<file path="config.mk">
export PLATFORM = sky130hd
export DESIGN_NAME = display_scan_controller
export DESIGN_NICKNAME = d
export VERILOG_FILES = /design/src/rtl/display_pkg.sv /design/src/rtl/display_scan_controller_scan_timer.sv /design/src/rtl/display_scan_controller.sv
export SDC_FILE = /design/constraint.sdc
export NUM_CORES = 1
export LEC_CHECK = 0
export CORE_MARGIN = 3
export CORE_UTILIZATION = 55
export DETAILED_ROUTE_END_ITERATION = 8
export PLACE_DENSITY = 0.77
export RECOVER_POWER = 50
export SLEW_MARGIN = 20
export SYNTH_ARGS = -nofsm -noshare
export SYNTH_HDL_FRONTEND = slang
export SYNTH_SLANG_ARGS = --single-unit
</file>
<file path="constraint.sdc">
create_clock -name clk -period 3.25 [get_ports clk]
set_clock_uncertainty 0.15 [all_clocks]
set_input_delay 0.975 -clock clk [delete_from_list [all_inputs] [get_ports clk]]
set_output_delay 0.975 -clock clk [all_outputs]
set_load 0.02 [all_outputs]
</file>
<file path="src/rtl/display_pkg.sv">
// Shared types and constants for the multiplexed 7-segment display scan logic.
package display_pkg;
  localparam int         DIGIT_W = 4;
  localparam logic [3:0] MAX_BCD = 4'd9;

  typedef enum logic {BLANK, SHOW} scan_state_t;
  typedef logic [DIGIT_W-1:0] bcd_t;
endpackage

</file>
<file path="src/rtl/display_scan_controller_scan_timer.sv">
// Free-running slot counter for the display scan.
// Flags the last blanking cycle and the last cycle of each digit slot.
module scan_timer #(
  parameter int REFRESH_DIV  = 50000,
  parameter int BLANK_CYCLES = 2,
  localparam int CW = (REFRESH_DIV > 1) ? $clog2(REFRESH_DIV) : 1
) (
  input  logic          clk,
  input  logic          rst,
  output logic [CW-1:0] cnt,
  output logic          blank_end,
  output logic          slot_end
);

  assign slot_end  = (cnt == CW'(REFRESH_DIV - 1));
  // With no blanking the guard period is over before it starts.
  assign blank_end = (BLANK_CYCLES == 0) ? 1'b1 : (cnt == CW'(BLANK_CYCLES - 1));

  always_ff @(posedge clk) begin
    if (rst)
      cnt <= '0;
    else if (slot_end)
      cnt <= '0;
    else
      cnt <= cnt + 1'b1;
  end

endmodule

</file>
<file path="src/rtl/display_scan_controller.sv">
// Scans N BCD digits onto one shared 7-segment decoder, with blanking guard,
// frame-synchronous digit updates, leading-zero suppression and invalid-code flagging.
module display_scan_controller
  import display_pkg::*;
#(
  parameter int N_DIGITS      = 4,
  parameter int REFRESH_DIV   = 50000,
  parameter int BLANK_CYCLES  = 2,
  parameter bit AN_ACTIVE_LOW = 1'b1
) (
  input  logic                        clk,
  input  logic                        rst,
  input  logic [N_DIGITS*DIGIT_W-1:0] digits_in,
  input  logic                        load,
  input  logic                        lz_en,
  output bcd_t                        digit_code,
  output logic [N_DIGITS-1:0]         anode,
  output logic                        frame_done,
  output logic                        code_err
);

  localparam int CW = (REFRESH_DIV > 1) ? $clog2(REFRESH_DIV) : 1;
  localparam int IW = $clog2(N_DIGITS);
  localparam logic [N_DIGITS-1:0] ANODE_OFF = {N_DIGITS{AN_ACTIVE_LOW}};

  logic [CW-1:0]               cnt;
  logic                        blank_end, slot_end, wrap;
  logic                        unused_cnt;
  scan_state_t                 state, state_n;
  logic [IW-1:0]               idx, idx_n;
  logic [N_DIGITS*DIGIT_W-1:0] active, active_n, pending;
  logic                        pending_vld;
  bcd_t                        cur, code_n;
  logic                        bad, upper_zero, suppress;
  logic [N_DIGITS-1:0]         anode_on, anode_n;

  scan_timer #(
    .REFRESH_DIV (REFRESH_DIV),
    .BLANK_CYCLES(BLANK_CYCLES)
  ) u_timer (
    .clk      (clk),
    .rst      (rst),
    .cnt      (cnt),
    .blank_end(blank_end),
    .slot_end (slot_end)
  );

  assign unused_cnt = ^cnt;
  assign wrap       = slot_end && (idx == IW'(N_DIGITS - 1));

  // Outputs are derived from next-cycle state so the registered pins line up with it.
  always_comb begin
    state_n = state;
    case (state)
      BLANK: if (blank_end) state_n = SHOW;
      SHOW:  if (slot_end)  state_n = (BLANK_CYCLES == 0) ? SHOW : BLANK;
      default: state_n = BLANK;
    endcase

    idx_n = idx;
    if (slot_end)
      idx_n = wrap ? '0 : idx + 1'b1;

    active_n = (wrap && pending_vld) ? pending : active;

    cur = active_n[idx_n*DIGIT_W +: DIGIT_W];
    bad = (cur > MAX_BCD);

    upper_zero = 1'b1;
    for (int i = 0; i < N_DIGITS; i++)
      if (i >= int'(idx_n) && active_n[i*DIGIT_W +: DIGIT_W] != '0)
        upper_zero = 1'b0;

    suppress = bad || (lz_en && (idx_n != '0) && upper_zero);
    code_n   = bad ? '0 : cur;

    anode_on = '0;
    if (state_n == SHOW && !suppress)
      anode_on[idx_n] = 1'b1;
    anode_n = AN_ACTIVE_LOW ? ~anode_on : anode_on;
  end

  always_ff @(posedge clk) begin
    if (rst) begin
      state       <= BLANK;
      idx         <= '0;
      active      <= '0;
      pending     <= '0;
      pending_vld <= 1'b0;
      digit_code  <= '0;
      anode       <= ANODE_OFF;
      frame_done  <= 1'b0;
      code_err    <= 1'b0;
    end else begin
      state  <= state_n;
      idx    <= idx_n;
      active <= active_n;
      // A load on the wrap edge refills the shadow after the old value moved to active.
      if (load) begin
        pending     <= digits_in;
        pending_vld <= 1'b1;
      end else if (wrap) begin
        pending_vld <= 1'b0;
      end
      digit_code <= code_n;
      anode      <= anode_n;
      frame_done <= wrap;
      code_err   <= code_err | bad;
    end
  end

endmodule

</file>
# Word level (Yosys, flattened, before mapping)
# Index checks and enable logic that the tools add are counted.
[classes]
n_addsub = 2
order_cmp = 6
n_eq_ne = 3
shifts = 1
muxes = 15
bitwise_logic = 3
reduce_logical = 19
[op_table]
columns = ["cell", "count"]
rows = [
  ["16-bit by 1-bit adder with 16-bit output, second input constant", 1],
  ["16-bit by 1-bit == test with 1-bit output, second input constant", 1],
  ["16-bit == test, second input constant", 1],
  ["16-bit 2-to-1 mux", 1],
  ["4-bit nonzero test", 4],
  ["16-bit by 5-bit variable part select with 4-bit output", 1],
  ["1-bit logical AND", 9],
  ["1-bit 2-to-1 mux", 9],
  ["1-bit by 2-bit greater-or-equal comparator with 1-bit output, first input constant", 2],
  ["4-bit > comparator, second input constant", 1],
  ["2-bit 2-to-1 mux", 2],
  ["4-bit 2-to-1 mux", 1],
  ["4-bit NOT", 1],
  ["2-bit nonzero test", 2],
  ["2-bit OR reduction", 2],
  ["2-bit by 3-bit < comparator with 1-bit output, second input constant", 1],
  ["2-bit by 1-bit adder with 2-bit output, second input constant", 1],
  ["1-bit demux with 2-bit select", 1],
  ["2-bit == test, second input constant", 1],
  ["2-bit by 1-bit greater-or-equal comparator with 1-bit output, second input constant", 1],
  ["2-bit greater-or-equal comparator, first input constant", 1],
  ["1-bit one-hot mux with 2 select lines", 1],
  ["1-bit logical NOT", 1],
  ["1-bit logical OR", 1],
  ["other kinds (2)", 2],
]
[totals]
reg_bits = 62
in_bits = 20
out_inout_bits = 10
elab_cells = 59

# Longest topological paths before layout
# Gate-level depths: netlist of run 1.
[logic_depth]
ltp_word = 16
ltp_mapped = 10
depth_no_buf = 8

# Modules after synthesis
# Synthesis of run 1 repeated with hierarchy kept, for this count alone.
[unflattened]
cells_unflattened = 273
hier_area_um2 = 2602.5
[modules_own_cells]
columns = ["mod", "n_inst", "cells_each", "area_each_um2", "seq_area_each_um2"]
rows = [
  ["display_scan_controller", 1, 186, 1848.0, 920.9],
  ["scan_timer", 1, 87, 754.5, 320.3],
]

# Worst setup path after synthesis of run 1
# OpenSTA, ideal clock, no wires.
[synth_path]
path_type = "input port to flip-flop"
start = "input rst"
end = "register anode[2]"
setup_ns = 0.121
arrival_ns = 2.229
required_ns = 2.979
setup_slack_ns = 0.750
path_stages = 6
path_buffers = 1
cell_sequence = "clkbuf_1 > or4b_2 > nor3_1 > a31oi_1 > nor4_1 > nand2_1"
[synth_lines]
columns = ["element", "line", "rtl"]
rows = [
  ["start, declared", "display_scan_controller.sv:12", "input logic rst,"],
  ["end signal, assigned", "display_scan_controller.sv:106", "anode <= anode_n;"],
  ["end, declared", "display_scan_controller.sv:17", "output logic [N_DIGITS-1:0] anode,"],
]

==> qor.csv, run 1 <==
metric,value,unit
path_cells,"dlygate4sd3_1, clkbuf_2, or2b_1, nor2_1, a31oi_1, nor4_1, nand2_1",
grt_pass1_vias,1927,
min_period_over_period,0.865,
cpMaxStageDelayCell,dlygate4sd3_1,
outcome,"finished, final reports clean",
synth-seq-cells,62,
cellPowerDensity,469,nW/um^2
power_leakage,1.17,nW
clkTransAtPathRegs,0.07,ns
post-cts-setup-buffers,0,
numCtsBuffers,9,
dieArea,5780,um^2
clockRootBuffer,clkbuf_8,
floorplan.initialDensity,0.595,
fp.coreArea,4530,um^2
ir_worst_vdd,416,uV
dr.pass1.iters,4,
gp_congestion,0.821,
end_kind,register,
layout_min_cycle_time,2.81,ns
syn_avg_cell_area,9.43,um^2
num-fill-cells,365,
crit_type,input pin to register,
routedWlPerCell,14.7,um
stdcell_count,384,
setup_tns,0,ns
drt-vias-per-instance,5.65,
grt_max_degree,44,
synth_nets,309,
drive_above_1_share,0.113,
grt_overflow,0,
netlist_area,2700,um^2
row_count,24,
clock-sinks,62,
ant_nets,0,
cts_tree,yes,
drt_iter0_drc,157,
start_kind,input pin,
maxCapViolCount,0,
final_nets,337,
critPathArrivalTime,2.89,ns
hold_path.class,register to register,
worst_slew_pin_slew,0.859,ns
cp_max_fo,43,
maxSlewHeadroom,0.428,
slowest_delay,0.54,ns
ios,30,
crit_required,3.33,ns
setup_slack,0.440,ns
rsz0062_at_grt,false,
antenna_cells,0,
ys_types,43,
cts_max_path_buffers,2,
clk_latency,0.34,ns
totalWireLength,5650,um
die_h,76.0,um
antenna_found_initial,0,
cts_hold_buf,0,
drc,0,
final_cell_mix,"62 x dfxtp_1, 46 x nor2_1, 28 x clkdlybuf4s50_1",
fin_util,0.704,
die_w,76.0,um
slew_violations,0,
whs,0.303,ns
finalHoldViolCount,0,
setup_viol,0,
grt_pass1_wl,9200,um
post-place-ws,0.375,ns
netlist_instances,286,
htreeDepth,3,
synth_seq_area_share,0.460,
synth_warnings,0,
areaGrowthSynthToFinish,18.4,%
place.detailed.instances,368,
vias,2168,
clock.fmax,356,MHz
mostFrequentLayoutCell,dfxtp_1,
track_usage,0.203,
dp_hpwl,4010,um
cts_resized,0,
port_buffers,29,
==> worst paths after layout <==
path	from	to	slack (ns)	depth (start not counted)
setup / recovery	rst	anode[2]	0.44	7
hold / removal	code_err	code_err	0.30	2
setup reg to reg	u_timer.cnt[0]	code_err	0.47	8
hold reg to reg	code_err	code_err	0.30	2
==> cells by family after synthesis <==
group,Yosys count,synth area share
xor+xnor,10,0.0325
buf+inv,22,0.0427
flops,62,0.460
compound gates,45,0.107
fa+ha+maj,3,0.0139
simple gates,117,0.237
mux,27,0.107
==> cell type report <==
cell class / instances / area (um^2) / area share
Multi-Input combinational cell: 202 / 1340 / 0.420
Sequential cell: 62 / 1240 / 0.389
Timing Repair Buffer: 34 / 325 / 0.102
Clock buffer: 13 / 169 / 0.0529
Tap cell: 65 / 81.3 / 0.0255
Inverter: 5 / 18.8 / 0.00588
Clock inverter: 3 / 17.5 / 0.00549
==> per-stage QoR <==
stage               area, um^2  power (mW)
global route              3190        1.56
global placement          3010       0.890
floorplan                 2700       0.853
CTS                       3200        1.52
finish                    3190        1.50
detailed placement        3010       0.893
==> synthesized netlist by cell type (all sizes together) <==
master,count,area share
ha,3,0.014
buf,6,0.020
o21ai,13,0.024
a211oi,6,0.020
xnor2,4,0.013
or3,5,0.012
or4b,1,0.0037
inv,5,0.0070
nand3,6,0.011
a21oi,20,0.039
or2b,1,0.0028
mux2i,25,0.097
nor2,47,0.068
or4,2,0.0056
dfxtp,62,0.46
a21boi,3,0.0084
a31oi,1,0.0023
nand2,9,0.013
and4,3,0.0097
nor4,6,0.019
a2bb2o,1,0.0074
nand4,23,0.061
a2bb2oi,1,0.0056
and2,2,0.0051
nor3,9,0.019
and3,3,0.0070
clkbuf,11,0.015
xor2,6,0.019
mux2,2,0.0097
==> flip-flops by register name, indices dropped and copies added (netlist names) <==
register,count
active,16
u_timer.cnt,16
state,1
code_err,1
digit_code,4
anode,4
idx,2
pending,16
pending_vld,1
frame_done,1
==> where the power goes <==
group / leakage, nW / switching (mW) / internal, mW / total [mW]
Clock: 0.0954 / 0.285 / 0.337 / 0.622
Combinational: 0.569 / 0.0377 / 0.0448 / 0.0825
Sequential: 0.504 / 0.0145 / 0.779 / 0.793
Total: 1.17 / 0.337 / 1.16 / 1.50
==> metal layers <==
| layer | part of all wire | global-route usage |
|---|---|---|
| met1 | 0.47 | 0.276 |
| met2 | 0.44 | 0.293 |
| met3 | 0.070 | 0.0827 |
| met4 | 0.014 | 0.0670 |
| met5 | 0 | 0 |
==> critical path: cells and delay by family <==
| family | cells | cell delay [ns] |
|---|---|---|
| buffers and inverters | 2 | 1.04 |
| AO/OA/AOI/OAI | 1 | 0.07 |
| AND/OR/NAND/NOR | 4 | 0.79 |
Power figures use the tool's default switching activity.
==> run 2: changes to the inputs <==
--- a/config.mk
+++ b/config.mk
@@ -13,4 +13,5 @@
 export SLEW_MARGIN = 20
 export SYNTH_ARGS = -nofsm -noshare
 export SYNTH_HDL_FRONTEND = slang
+export SYNTH_HIERARCHICAL = 1
 export SYNTH_SLANG_ARGS = --single-unit
==> qor.csv, run 2 <==
metric,value,unit,change
cts_tree,yes,,
port_buffers,29,,unchanged
min_period_over_period,0.917,,+0.0526
ios,30,,unchanged
power.internal,1.17,mW,+0.97%
htreeDepth,3,,unchanged
worst_slew_pin_slew,1.24,ns,+0.379 ns
slowest_delay,0.57,ns,+0.03 ns
synth_flop_cell,dfxtp_1,,
drt-met1-wl,2460,um,-7.5%
grt_pass1_wl,8630,um,-6.2%
synth-seq-cells,62,,unchanged
setup_viol,0,,unchanged
vias,1998,,-7.8%
track_usage,0.205,,+0.00145
grt_max_degree,24,,-45%
seqPwrFrac,0.530,,about the same
crit_type,register to register,,
ant_nets,0,,unchanged
totalWireLength,5180,um,-8.3%
clock-sinks,62,,unchanged
areaGrowthSynthToFinish,19.7,%,
grt_overflow,0,,unchanged
ys_async_sr_fraction,0,,unchanged
gp_congestion,0.839,,+2.3%
netlist_instances,273,,-4.5%
maxCapViolCount,0,,unchanged
synth_top_cell_area_share,0.477,,+0.0166
regToRegStartpoint,u_timer/cnt[5],,
ir_worst_vdd,366,uV,-12%
ys_types,40,,-7.0%
outcome,"finished, final reports clean",,
routedWlPerCell,14.2,um,-3.2%
cellPowerDensity,480,nW/um^2,+2.4%
clockRootBuffer,clkbuf_8,,
synth_warnings,6,,+6
mostFrequentLayoutCell,dfxtp_1,,
postLayoutCellArea,3120,um^2,-2.4%
start_kind,register,,
drt-vias-per-instance,5.49,,-2.8%
reg_top3,"active x16, pending x16, u_timer/cnt x16",,
highest_layer,met4,,
row_count,24,,unchanged
maxSlewHeadroom,0.175,,-0.253
layout_min_cycle_time,2.98,ns,+0.171 ns
hold_path.class,register to register,,
fin_total_pwr,1.50,mW,about the same
synth_area_leaders,"dfxtp_1 48%, mux2i_1 12%, nor2_1 8.2%",,
dr_wl_met2,2360,um,-6.0%
synth-edff-count,0,,unchanged
synth_nets,296,,-4.2%
clk_latency,0.33,ns,about the same
grt_pass1_vias,1840,,-4.5%
rrSetupSlack,0.27,ns,-0.20 ns
netlist_area,2600,um^2,-3.5%
die_w,74.8,um,-1.6%
clockPowerShare,0.416,,about the same
end_kind,register,,
finalHoldViolCount,0,,unchanged
synth_compound_area_frac,0.0630,,-0.0437
synthAdderAreaFrac,0.0144,,+0.000502
clock.fmax,335,MHz,-5.7%
critPathArrivalTime,3.04,ns,+0.15 ns
critPathLaunch,u_timer/cnt[5],,
fp.coreArea,4470,um^2,-1.3%
dieArea,5590,um^2,-3.2%
met3_wirelength,266,um,-33%
dp_hpwl,3600,um,-10%
synth_top_area_cell,dfxtp_1,,
fin_util,0.696,,-0.00789
post-cts-setup-buffers,0,,unchanged
dr.pass1.iters,4,,unchanged
rr_worst_depth,9,,+1
antenna_cells,0,,unchanged
cts_max_path_buffers,2,,unchanged
floorplan.initialDensity,0.582,,-0.0130
synth-simple-area-share,0.222,,-0.0150
synth_top_family_by_area,simple AND/OR/NAND/NOR gates,,
synthTopCellsByCount,"62 x dfxtp_1, 57 x nor2_1, 32 x mux2i_1",,
crit_end,anode[2],,
setup_tns,0,ns,unchanged
drc,0,,unchanged
whs,0.309,ns,+0.00589 ns
crit_required,3.31,ns,-0.02 ns
synthMuxAreaShare,0.134,,+0.0269
p_sw,0.325,mW,-3.6%
cp_max_fo,8,,-81%
cpMaxStageDelayCell,or4_4,,
synth_seq_area_share,0.477,,+0.0166
placed_cell_area,2920,um^2,-3.0%
antenna_found_initial,0,,unchanged
comb_power_share,0.054,,about the same
synth_most_common_cell,dfxtp_1,,
synthXorXnorAreaFrac,0.0471,,+0.0146
final_cell_mix,"62 x dfxtp_1, 57 x nor2_1, 32 x mux2i_1",,
slew_violations,0,,unchanged
power_leakage,1.28,nW,+9.9%
path_cells,"or4_4, nor4_4, buf_4, nor3b_4, o21a_1, a22oi_1, a22oi_2, o21a_2, nand3_1",,
drive_above_1_share,0.106,,-0.00708
r2r_end,anode[2],,
rsz0062_at_grt,false,,
final_nets,330,,-2.1%
syn_avg_cell_area,9.53,um^2,+1.1%
clkTransAtPathRegs,0.06,ns,about the same
drt_iter0_drc,95,,-39%
die_h,74.8,um,-1.6%
numCtsBuffers,9,,unchanged
swShare,0.217,,-0.00806
-- run 2: cell types whose count changed after synthesis, moves of 4 or more --
cell and delta:
nand2_1 +8, a211oi_1 -4, o21ai_0 -11, nand4_1 -15, xnor2_1 +9, nor2_1 +11, clkbuf_1 -6, mux2i_1 +8
a21oi_1 -10, a22oi_1 +6, xor2_1 -5
-- run 2: worst max-delay path: cells and delay by family, from the launching register on --
| family | cells | cell delay (ns) |
|---|---|---|
| AND/OR/NAND/NOR | 4 | 1.30 |
| AO/OA/AOI/OAI | 4 | 0.82 |
| flip-flops | 1 | 0.35 |
| buffers and inverters | 1 | 0.23 |
-- run 2: logic make-up (layout without fill, tap and decap cells) --
family | count (synthesis) | in the layout
mux | 34 | 34
simple gates | 118 | 118
fa+ha+maj | 3 | 3
compound gates | 24 | 24
xor+xnor | 14 | 14
buf+inv | 18 | 57
flops | 62 | 62
-- run 2: what timing repair did --
item | 4_1_cts | 5_1_grt
endpoints found under the setup margin | 0 | 6
gates resized for setup | 0 | 3
hold buffers | 0 | 0
hold endpoints to repair | 0 | 0
-- run 2: worst min-delay path by stage --
stage / from / end / cells after the start
2_1_floorplan: pending[4] / active[4] / 2
3_3_place_gp: pending[4] / active[4] / 2
3_5_place_dp: active[0] / active[0] / 2
4_1_cts: active[0] / active[0] / 2
5_1_grt: active[0] / active[0] / 2
6_report: active[0] / active[0] / 2
-- run 2: final cells by class --
| cell class | instances | area (um^2) |
|---|---|---|
| Clock buffer | 11 | 131 |
| Clock inverter | 5 | 50.0 |
| Fill cell | 371 | 1360 |
| Inverter | 5 | 18.8 |
| Multi-Input combinational cell | 193 | 1270 |
| Sequential cell | 62 | 1240 |
| Tap cell | 52 | 65.1 |
| Timing Repair Buffer | 36 | 335 |
-- run 2: routing by layer --
| layer | up-vias | GRT usage |
|---|---|---|
| li1 | 1007 | - |
| met1 | 941 | 0.270 |
| met2 | 40 | 0.300 |
| met3 | 10 | 0.0841 |
| met4 | 0 | 0.0771 |
| met5 | - | 0 |
-- run 2: metrics by stage --
stage,setup slack (ns),instances
4_1_cts,0.163,364
3_3_place_gp,0.214,348
6_report,0.269,364
5_1_grt,0.0299,364
2_1_floorplan,0.518,273
3_5_place_dp,0.193,348
-- run 2: power groups by stage --
| stage | logic (mW) | clock network, mW | registers [mW] |
|---|---|---|---|
| after floorplan | 0.0477 | 0 | 0.807 |
| after global placement | 0.0800 | 0 | 0.809 |
| after detailed placement | 0.0811 | 0 | 0.810 |
| after CTS | 0.0818 | 0.638 | 0.793 |
| after global routing | 0.0883 | 0.677 | 0.795 |
| final | 0.0801 | 0.623 | 0.794 |
